File: src/rtl/stream_ser_tx_if.sv
// Valid/accept bundle between a packet requester, the serialiser and the beat sink.
// The slave modport is the serialiser's view; master is the surrounding logic.
interface stream_ser_tx_if #(
    parameter int W = 32,
    parameter int N = 4
);
    localparam int LW = $clog2(N);

    logic           in_vld;
    logic [N*W-1:0] in_data;
    logic [LW-1:0]  in_len;
    logic           in_accept;
    logic           out_accept;
    logic           out_vld_r;
    logic [W-1:0]   out_r;
    logic           out_last_r;
    logic           stall_req;

    modport slave (
        input  in_vld,
        input  in_data,
        input  in_len,
        output in_accept,
        input  out_accept,
        output out_vld_r,
        output out_r,
        output out_last_r,
        input  stall_req
    );

    modport master (
        output in_vld,
        output in_data,
        output in_len,
        input  in_accept,
        output out_accept,
        input  out_vld_r,
        input  out_r,
        input  out_last_r,
        output stall_req
    );
endinterface

File: src/rtl/stream_ser_tx.sv
// Serialises an N-word packet into W-bit beats with a last flag.
// Define STREAM_SER_TX_STATS_EN to add beat and packet counters.
module stream_ser_tx #(
    parameter int W = 32,
    parameter int N = 4,
    localparam int LW = $clog2(N)
) (
    input logic clk,
    input logic rst,
    stream_ser_tx_if.slave bus
`ifdef STREAM_SER_TX_STATS_EN
    ,
    output logic [31:0] beats_sent_r,
    output logic [31:0] pkts_sent_r
`endif
);

    typedef enum logic {
        IDLE = 1'b0,
        SEND = 1'b1
    } state_t;

    state_t         state_q;
    state_t         state_d;
    logic [N*W-1:0] sh_q;
    logic [W-1:0]   out_q;
    logic [LW-1:0]  rem_q;
    logic           last_q;

    logic in_acc;
    logic in_adv;
    logic out_adv;
    logic done;
    logic load;
    logic shift;
    logic go_idle;

    assign out_adv = (state_q == SEND) & bus.out_accept;
    assign done    = out_adv & (rem_q == '0);
    assign in_adv  = bus.in_vld & in_acc;

    always_ff @(posedge clk) begin
        if (rst) begin
            state_q <= IDLE;
        end else begin
            state_q <= state_d;
        end
    end

    always_comb begin
        state_d = state_q;
        unique case (1'b1)
            (state_q == IDLE): begin
                if (in_adv) state_d = SEND;
            end
            (state_q == SEND): begin
                if (done & ~in_adv) state_d = IDLE;
            end
            default: state_d = IDLE;
        endcase
    end

    // A new packet may only replace the one on the wire as its last beat leaves.
    always_comb begin
        in_acc  = 1'b0;
        load    = 1'b0;
        shift   = 1'b0;
        go_idle = 1'b0;
        unique case (1'b1)
            (state_q == IDLE): begin
                in_acc = ~bus.stall_req;
                load   = bus.in_vld & ~bus.stall_req;
            end
            (state_q == SEND): begin
                in_acc  = ~bus.stall_req & last_q & bus.out_accept;
                load    = bus.in_vld & in_acc;
                shift   = out_adv & (rem_q != '0);
                go_idle = done & ~(bus.in_vld & in_acc);
            end
            default: ;
        endcase
    end

    always_ff @(posedge clk) begin
        if (rst) begin
            rem_q  <= '0;
            last_q <= 1'b0;
        end else if (load) begin
            rem_q  <= bus.in_len;
            last_q <= (bus.in_len == '0);
        end else if (shift) begin
            rem_q  <= rem_q - LW'(1);
            last_q <= (rem_q == LW'(1));
        end else if (go_idle) begin
            last_q <= 1'b0;
        end
    end

    // Payload is not reset; out_vld_r qualifies it.
    always_ff @(posedge clk) begin
        if (load) begin
            sh_q  <= bus.in_data;
            out_q <= bus.in_data[W-1:0];
        end else if (shift) begin
            sh_q  <= sh_q >> W;
            out_q <= sh_q[W +: W];
        end
    end

    assign bus.in_accept  = in_acc;
    assign bus.out_vld_r  = (state_q == SEND);
    assign bus.out_r      = out_q;
    assign bus.out_last_r = last_q;

`ifdef STREAM_SER_TX_STATS_EN
    always_ff @(posedge clk) begin
        if (rst) begin
            beats_sent_r <= '0;
            pkts_sent_r  <= '0;
        end else if (out_adv) begin
            beats_sent_r <= beats_sent_r + 32'd1;
            if (last_q) pkts_sent_r <= pkts_sent_r + 32'd1;
        end
    end
`endif

endmodule

File: src/flat_wrapper.sv
// flat-port wrapper written by rule: the top's interface ports become plain ports
module stream_ser_tx_flat 
#(
    parameter int W = 32,
    parameter int N = 4,
    localparam int LW = $clog2(N)
)
  (clk, rst, bus_in_vld, bus_in_data, bus_in_len, bus_in_accept, bus_out_accept, bus_out_vld_r, bus_out_r, bus_out_last_r, bus_stall_req);
  stream_ser_tx_if #(.W(W), .N(N)) bus_i ();
  input logic clk;
  input logic rst;
  input wire logic [$bits(bus_i.in_vld)-1:0] bus_in_vld;
  input wire logic [$bits(bus_i.in_data)-1:0] bus_in_data;
  input wire logic [$bits(bus_i.in_len)-1:0] bus_in_len;
  output wire logic [$bits(bus_i.in_accept)-1:0] bus_in_accept;
  input wire logic [$bits(bus_i.out_accept)-1:0] bus_out_accept;
  output wire logic [$bits(bus_i.out_vld_r)-1:0] bus_out_vld_r;
  output wire logic [$bits(bus_i.out_r)-1:0] bus_out_r;
  output wire logic [$bits(bus_i.out_last_r)-1:0] bus_out_last_r;
  input wire logic [$bits(bus_i.stall_req)-1:0] bus_stall_req;
  assign bus_i.in_vld = bus_in_vld;
  assign bus_i.in_data = bus_in_data;
  assign bus_i.in_len = bus_in_len;
  assign bus_in_accept = bus_i.in_accept;
  assign bus_i.out_accept = bus_out_accept;
  assign bus_out_vld_r = bus_i.out_vld_r;
  assign bus_out_r = bus_i.out_r;
  assign bus_out_last_r = bus_i.out_last_r;
  assign bus_i.stall_req = bus_stall_req;
  stream_ser_tx #(.W(W), .N(N)) u_core (.clk(clk), .rst(rst), .bus(bus_i));
endmodule
File: config.mk
export PLATFORM = sky130hd
export DESIGN_NAME = stream_ser_tx_flat
export DESIGN_NICKNAME = d
export VERILOG_FILES = /design/src/rtl/stream_ser_tx_if.sv /design/src/rtl/stream_ser_tx.sv /design/src/flat_wrapper.sv
export SDC_FILE = /design/constraint.sdc
export NUM_CORES = 1
export LEC_CHECK = 0
export ABC_AREA = 1
export CORE_MARGIN = 2
export CORE_UTILIZATION = 50
export CTS_BUF_LIST = sky130_fd_sc_hd__clkbuf_2 sky130_fd_sc_hd__clkbuf_4 sky130_fd_sc_hd__clkbuf_8
export CTS_CLUSTER_DIAMETER = 60
export DETAILED_ROUTE_END_ITERATION = 16
export MAX_ROUTING_LAYER = met4
export PLACE_DENSITY = 0.83
export SLEW_MARGIN = 20
export SYNTH_ARGS = -nofsm -noshare
export SYNTH_HDL_FRONTEND = slang
export SYNTH_SLANG_ARGS = --single-unit
File: constraint.sdc
create_clock -name clk -period 6.35 [get_ports clk]
set_input_delay 1.27 -clock clk [delete_from_list [all_inputs] [get_ports clk]]
set_output_delay 1.27 -clock clk [all_outputs]
set_load 0.01 [all_outputs]
; ---- Word level (Yosys, flattened, before mapping)
; Cells that the tools add are included.
[totals]
wordCells = 42
reg_bits = 164
inputBits = 135
[op_classes]
bitwise_logic = 14
reduce_logical = 5
mux = 16
n_eq_ne = 1
addsub = 1
[ops]
columns = operator, n
row1 = 128-bit two-way mux, 2
row2 = 32-bit two-way mux, 2
row3 = 1-bit AND, 10
row4 = 1-bit two-way mux, 7
row5 = 1-bit case mux with 2 select lines, 3
row6 = 2-bit zero test, 2
row7 = 2-bit two-way mux, 2
row8 = 1-bit NOT, 4
row9 = 2-bit nonzero test, 2
row10 = 3-bit nonzero test, 1
row11 = 2-bit by 1-bit == test with 1-bit output (second input constant), 1
row12 = 2-bit by 1-bit subtractor with 2-bit output (second input constant), 1

; ---- Depth between registers and ports, before layout
; Gate-level depths: netlist of the first run.
[depth]
ltp_word = 10
depth_mapped = 9
mapped_depth_nobuf = 9

; ---- Least setup slack after synthesis of the first run
; No wires, ideal clock.
[synth_timing]
path_type = input -> register
start = input port bus_in_vld
end = register u_core.out_q[0] (netlist: u_core.bus.out_r[0]) (enable)
required_time_ps = 5858
path_slack_ps = 1246
cell_stages = 6
n_path_buf = 2
arrival_time_ps = 4612
cell_sequence = inv_1 > nor2_4 > nand2_2 > buf_4 > buf_2 > nand2_1
[synth_via]
elab_chain_cells = 3
word_cells_on_any_way = 4
[synth_lines]
columns = item, line_no
row1 = from (decl), flat_wrapper.sv:12  ; input wire logic [$bits(bus_i.in_vld)-1:0] bus_in_vld;
row2 = 1-bit AND (on tied branches), "stream_ser_tx.sv:76, stream_ser_tx.sv:72"
row3 = 1-bit case mux with 2 select lines (*), stream_ser_tx.sv:69  ; unique case (1'b1)
row4 = 2-bit nonzero test (no source line) (*), n/a
row5 = to (signal assigned), stream_ser_tx.sv:103  ; out_q <= bus.in_data[W-1:0];
row6 = to (signal assigned), stream_ser_tx.sv:106  ; out_q <= sh_q[W +: W];
row7 = to (decl), stream_ser_tx.sv:26  ; logic [W-1:0] out_q;
; Every way passes the cells marked *; elsewhere a longest branch is shown, timed or not.
; A chain may end at the register's enable or synchronous reset.

; ---- Final worst setup path of the first run
[layout_timing]
start = input port bus_out_accept
end = output port bus_in_accept
[layout_via]
elab_chain_cells = 2
[layout_lines]
columns = item, line_no
row1 = from (decl), flat_wrapper.sv:16  ; input wire logic [$bits(bus_i.out_accept)-1:0] bus_out_accept;
row2 = 1-bit AND, stream_ser_tx.sv:75  ; in_acc = ~bus.stall_req & last_q & bus.out_accept;
row3 = 1-bit case mux with 2 select lines, stream_ser_tx.sv:69
row4 = to (decl), flat_wrapper.sv:15  ; output wire logic [$bits(bus_i.in_accept)-1:0] bus_in_accept;
; No other way between the ends.

==> results.yml, run 1 <==
run_status:
  status: "finished clean"
power_and_ir_drop:
  p_per_area_mw_per_mm2: 255
  cellLeakagePower_nw: 3.30
  p_clk_frac: 0.348
  cellInternalPower_mw: 1.55
  p_switching_mw: 0.461
  power_mw: 2.01
  power_frac_comb: 0.133
  vdd_drop_max_mv: 0.110
  p_seq_frac: 0.519
  p_sw_frac: 0.229
global_routing:
  grt_pass1_vias: 4100
  grt_usage: 0.203
  antenna_found_initial: 0
  grt_pass1_wl_um: 19600
  global_route.overflow_total: 0
  grt_max_degree: 137
clocking:
  cts_made_buffers: 17
  cts_resized: 0
  cts_buffer_depth: 2
  cts_tree: "yes"
  cts_hold_buf: 0
  cts_setup_buffers: 0
  ctsHtreeMaxLevel: 4
  cts_num_sinks: 132
  root_buffer: "clkbuf_8"
  clk_latency_ns: 0.42
  clkTransAtPathRegs_ns: 0.08
setup_path:
  path_max_fanout: 3
  slowest_delay_ns: 0.56
  timing.critical_path.max_delay_family: "buffers and inverters"
  path_buf_inv: 2
  slowest_stage: "clkdlybuf4s50_1"
  path_cells: "clkdlybuf4s50_1 -> nand2_1 -> a21oi_1 -> clkdlybuf4s50_1"
  path_common_cell: "clkdlybuf4s50_1"
  worstSetupEndpointType: "output pin"
  worstSetupStartpointType: "input port"
  arrival_ns: 2.61
  critical_path_required_ns: 5.08
  setup.worst_path.class: "in -> out"
synthesis:
  ys.flop_type: "edfxtp_1"
  synth.net_count: 729
  synth_top_area_frac: 0.643
  ys.warnings.count: 0
  synthArstFlopShare: 0
  synth_seq_area_share: 0.657
  synth_cell_types: 17
  yosys-top-cells-area: "edfxtp_1 64%, nand2_1 13%, nand3_1 8.6%, buf_4 4.3%, inv_1 2.6%"
  synth_area_leader_cell: "edfxtp_1"
  netlist_instances: 592
  yosys-top-cells-count: "200 x nand2_1, 128 x edfxtp_1, 103 x nand3_1, 41 x inv_1, 38 x nor2_1"
  avgSynthCellArea_sq_um: 10.1
  synthMostInstantiatedCell: "nand2_1"
  synth_edf_count: 128
  synth-seq-cells: 132
  synth_area_sq_mm: 0.00598
sta:
  setup_ws_ns: 2.47
  rsz0062_at_grt: "false"
  finClkSkew_ns: 0.00740
  slew_headroom: 0.362
  maxSlewViolCount: 0
  setup_viol: 0
  hold_viol: 0
  worstMarginPinSlew_ns: 0.956
  setup_tns_ns: 0
  post-route-min-period_ns: 3.88
  fmax_ghz: 0.258
  timing.final.crit_share: 0.611
hold_path:
  hold_class: "reg -> reg"
route:
  route.vias.total: 4293
  drc: 0
  wl_per_cell_um: 14.1
  first_pass_iters: 5
  drt-total-wl_um: 12300
  routed_via_density: 4.92
  drtIter0Drc: 323
  final_antenna_net_count: 0
die:
  io_pins: 170
  die_y_um: 113
  coreArea_sq_mm: 0.0116
  fp-row-count: 39
  start_util: 0.517
  die_x_um: 113
  dieArea_sq_mm: 0.0128
cells_and_area:
  n_antenna_cell: 0
  multi_input_area_sq_mm: 0.00151
  seq_area_sq_mm: 0.00392
  drive_above_1_share: 0.0508
  syn_to_final_growth_pct: 32.1
  n_fill_cell: 847
  nets: 853
placement:
  place_ws_ns: 2.17
  place_congestion: 0.762
  port_buffers: 169
  dp_hpwl_um: 8260
job:
  cap_violations: 0
==> state kept, by name (all words and copies together), names as in the netlist <==
register	count
u_core.rem_q	2
u_core.bus.out_r	31
u_core.sh_q	97
u_core.bus.out_vld_r	1
u_core.bus.out_last_r	1
==> worst register-to-register path, cell delays in order (launching register included) <==
cell and delay, ns:
dfxtp_1 0.36, nand2_1 0.12, nand2_4 0.70, nand2_4 0.12, nand2_4 0.59, buf_12 0.42
==> metrics by stage <==
step                 util  cell area [sq um]  cells  hold slack [ns]
floorplan               -               5980    592            0.487
global placement    0.648               7490    840            0.493
detailed placement  0.648               7490    840            0.497
CTS                 0.682               7890    872            0.512
global route        0.683               7900    872            0.529
finish              0.683               7900    872            0.508
==> cells by family after synthesis <==
group           count (synthesis)  synth area share
simple gates                  345             0.241
flops                         132             0.657
buf+inv                       108            0.0942
compound gates                  5           0.00419
fa+ha+maj                       2           0.00419
==> final timing paths <==
| kind | from | to | slack (ns) | depth (start not counted) |
|---|---|---|---|---|
| setup / recovery | bus_out_accept | bus_in_accept | 2.47 | 4 |
| hold / removal | u_core.sh_q[56] | u_core.bus.out_r[24] | 0.51 | 2 |
| setup reg to reg | u_core.bus.out_last_r | u_core.sh_q[82] | 3.68 | 5 |
| hold reg to reg | u_core.sh_q[56] | u_core.bus.out_r[24] | 0.51 | 2 |
==> power by group through the flow <==
stage	clock (mW)	sequential [mW]	combinational (mW)
CTS	0.714	1.05	0.268
finish	0.701	1.05	0.267
floorplan	0	1.07	0.142
global placement	0	1.06	0.259
detailed placement	0	1.06	0.266
global route	0.751	1.05	0.296
==> layout by cell type (no fill, tap or decap), types with 3 or more instances in the layout <==
cell and count:
clkdlybuf4s50_1 169, inv_1 41, dfxtp_1 4, nor2_1 38, clkbuf_8 17, clkinvlp_4 3
a21oi_1 3, nand2_1 199, bufinv_16 3, edfxtp_1 128, nand2_4 3, nand3_1 103
clkinv_2 3
==> final cells by class <==
cell class | count | share of cell area
Clock buffer | 18 | 0.0306
Clock inverter | 14 | 0.0204
Inverter | 41 | 0.0195
Multi-Input combinational cell | 352 | 0.191
Sequential cell | 132 | 0.497
Tap cell | 143 | 0.0227
Timing Repair Buffer | 172 | 0.219
==> routing by layer <==
layer  global-route usage  up-vias  routed length [um]
met2                0.330      197                6220
met5                    -        -                   0
met1                0.252     1910                5060
met4               0.0667        0                 180
li1                     -     2169                   -
met3               0.0493       17                 830
Note: power is estimated with default switching activity, not from simulation.
==> run 2, diff against run 1 <==
clock period = 3.8 ns   (was 6.35 ns; I/O delays follow)
==> results.yml, run 2 (synthesized netlist as in run 1, its figures left out) <==
clocking:
  root_buffer: "clkbuf_8"
  cts_resized: 0
  cts_made_buffers: 17
  clk_latency_ns: 0.43
  ctsHtreeMaxLevel: 4
  cts_tree: "yes"
  clkTransAtPathRegs_ns: 0.07
  cts_hold_buf: 0
  cts_num_sinks: 132
  cts_buffer_depth: 2
  cts_setup_buffers: 0
cells_and_area:
  final_util: 0.684
  largest-register: "u_core.sh_q"
  multi_input_area_sq_mm: 0.00152
  n_fill_cell: 883
  syn_to_final_growth_pct: 32.4
  design_area_sq_mm: 0.00791
  seq_area_sq_mm: 0.00392
  nets: 856
  layout_common_cells: "199 x nand2_1, 169 x clkdlybuf4s50_1, 128 x edfxtp_1"
  layout_commonest_cell: "nand2_1"
  fin_cells: 875
  drive_above_1_share: 0.0519
  n_antenna_cell: 0
  largest_reg_flops: 97
sta:
  setup_ws_ns: 0.949
  slew_headroom: 0.322
  fmax_ghz: 0.351
  rsz0062_at_grt: "false"
  post-route-min-period_ns: 2.85
  timing.final.crit_share: 0.750
  maxSlewViolCount: 0
  whs_ns: 0.513
  setup_tns_ns: 0
  finClkSkew_ns: 0.0121
  hold_viol: 0
  worstMarginPinSlew_ns: 1.02
  setup_viol: 0
placement:
  place_congestion: 0.858
  dp_hpwl_um: 8760
  port_buffers: 169
  placed_cells: 843
  dpl-instance-area_sq_mm: 0.00752
  place_ws_ns: 0.975
route:
  final_antenna_net_count: 0
  drtIter0Drc: 504
  drt-total-wl_um: 12900
  routed_via_density: 5.05
  first_pass_iters: 5
  wl_per_cell_um: 14.8
  route.vias.total: 4418
  drc: 0
setup_path:
  timing.rr.start: "u_core.rem_q[0]"
  reg2reg_to: "u_core.sh_q[98]"
  setup.worst_path.class: "in -> out"
  slowest_stage: "clkdlybuf4s50_1"
  path_cells: "clkdlybuf4s50_1 -> nand2_1 -> a21oi_1 -> clkdlybuf4s50_1"
  worstSetupEndpointType: "output pin"
  r2r_cells: 6
  slowest_delay_ns: 0.55
  path_common_cell: "clkdlybuf4s50_1"
  timing.critical_path.max_delay_family: "buffers and inverters"
  critical_path_required_ns: 3.04
  path_max_fanout: 3
  arrival_ns: 2.09
  path_buf_inv: 2
  reg2reg_setup_slack_ns: 1.59
  worstSetupStartpointType: "input port"
die:
  fp-row-count: 39
  die_y_um: 113
  io_pins: 170
  dieArea_sq_mm: 0.0128
  start_util: 0.517
  die_x_um: 113
  coreArea_sq_mm: 0.0116
hold_path:
  min_path_cells: 2
  hold_start: "u_core.sh_q[66]"
  hold_class: "reg -> reg"
  holdPathEnd: "u_core.sh_q[34]"
global_routing:
  grt_usage: 0.211
  global_route.overflow_total: 0
  grt_max_degree: 99
  grt_pass1_vias: 4422
  grt_pass1_wl_um: 20300
  antenna_found_initial: 0
run_status:
  status: "finished clean"
power_and_ir_drop:
  p_per_area_mw_per_mm2: 424
  vdd_drop_max_mv: 0.192
  power_mw: 3.36
  cellLeakagePower_nw: 3.31
job:
  cap_violations: 0
## run 2: cell count changes in the layout (fill, tap and decap cells not counted), sizes merged
cell	previous run	this run
clkinvlp	3	2
buf	3	6
clkinv	7	8
clkbuf	18	19
inv	42	41
## run 2: worst max path at each step
stage	from	to	depth (start not counted)
3_5_place_dp	bus_out_accept	bus_in_accept	4
2_1_floorplan	bus_in_vld	u_core.bus.out_r[0]	6
3_3_place_gp	bus_out_accept	bus_in_accept	4
6_report	bus_out_accept	bus_in_accept	4
4_1_cts	bus_out_accept	bus_in_accept	4
5_1_grt	bus_out_accept	bus_in_accept	4
## run 2: layer usage
| metal | vias up | track usage | share of wire |
|---|---|---|---|
| met5 | - | - | 0 |
| met4 | 0 | 0.108 | 0.028 |
| met3 | 31 | 0.0412 | 0.057 |
| met2 | 191 | 0.350 | 0.51 |
| met1 | 2015 | 0.246 | 0.40 |
| li1 | 2181 | - | - |
## run 2: tightest hold or removal path, delay by kind of cell, from the launching register on
family / cells / cell delay (ns)
and+or+nand+nor: 2 / 0.09
DFF: 1 / 0.32
## run 2: report_power, final
| part | internal (mW) | switching (mW) | total [mW] |
|---|---|---|---|
| Clock | 0.649 | 0.508 | 1.16 |
| Sequential | 1.72 | 0.0278 | 1.75 |
| Combinational | 0.226 | 0.226 | 0.452 |
| Total | 2.59 | 0.761 | 3.36 |
## run 2: area by class of cell
cell class | count | area share
sequential | 132 | 0.496
timing repair buffer | 175 | 0.221
multi-input combinational | 352 | 0.192
clock buffer | 19 | 0.0315
tap | 143 | 0.0226
inverter | 41 | 0.0195
clock inverter | 13 | 0.0177
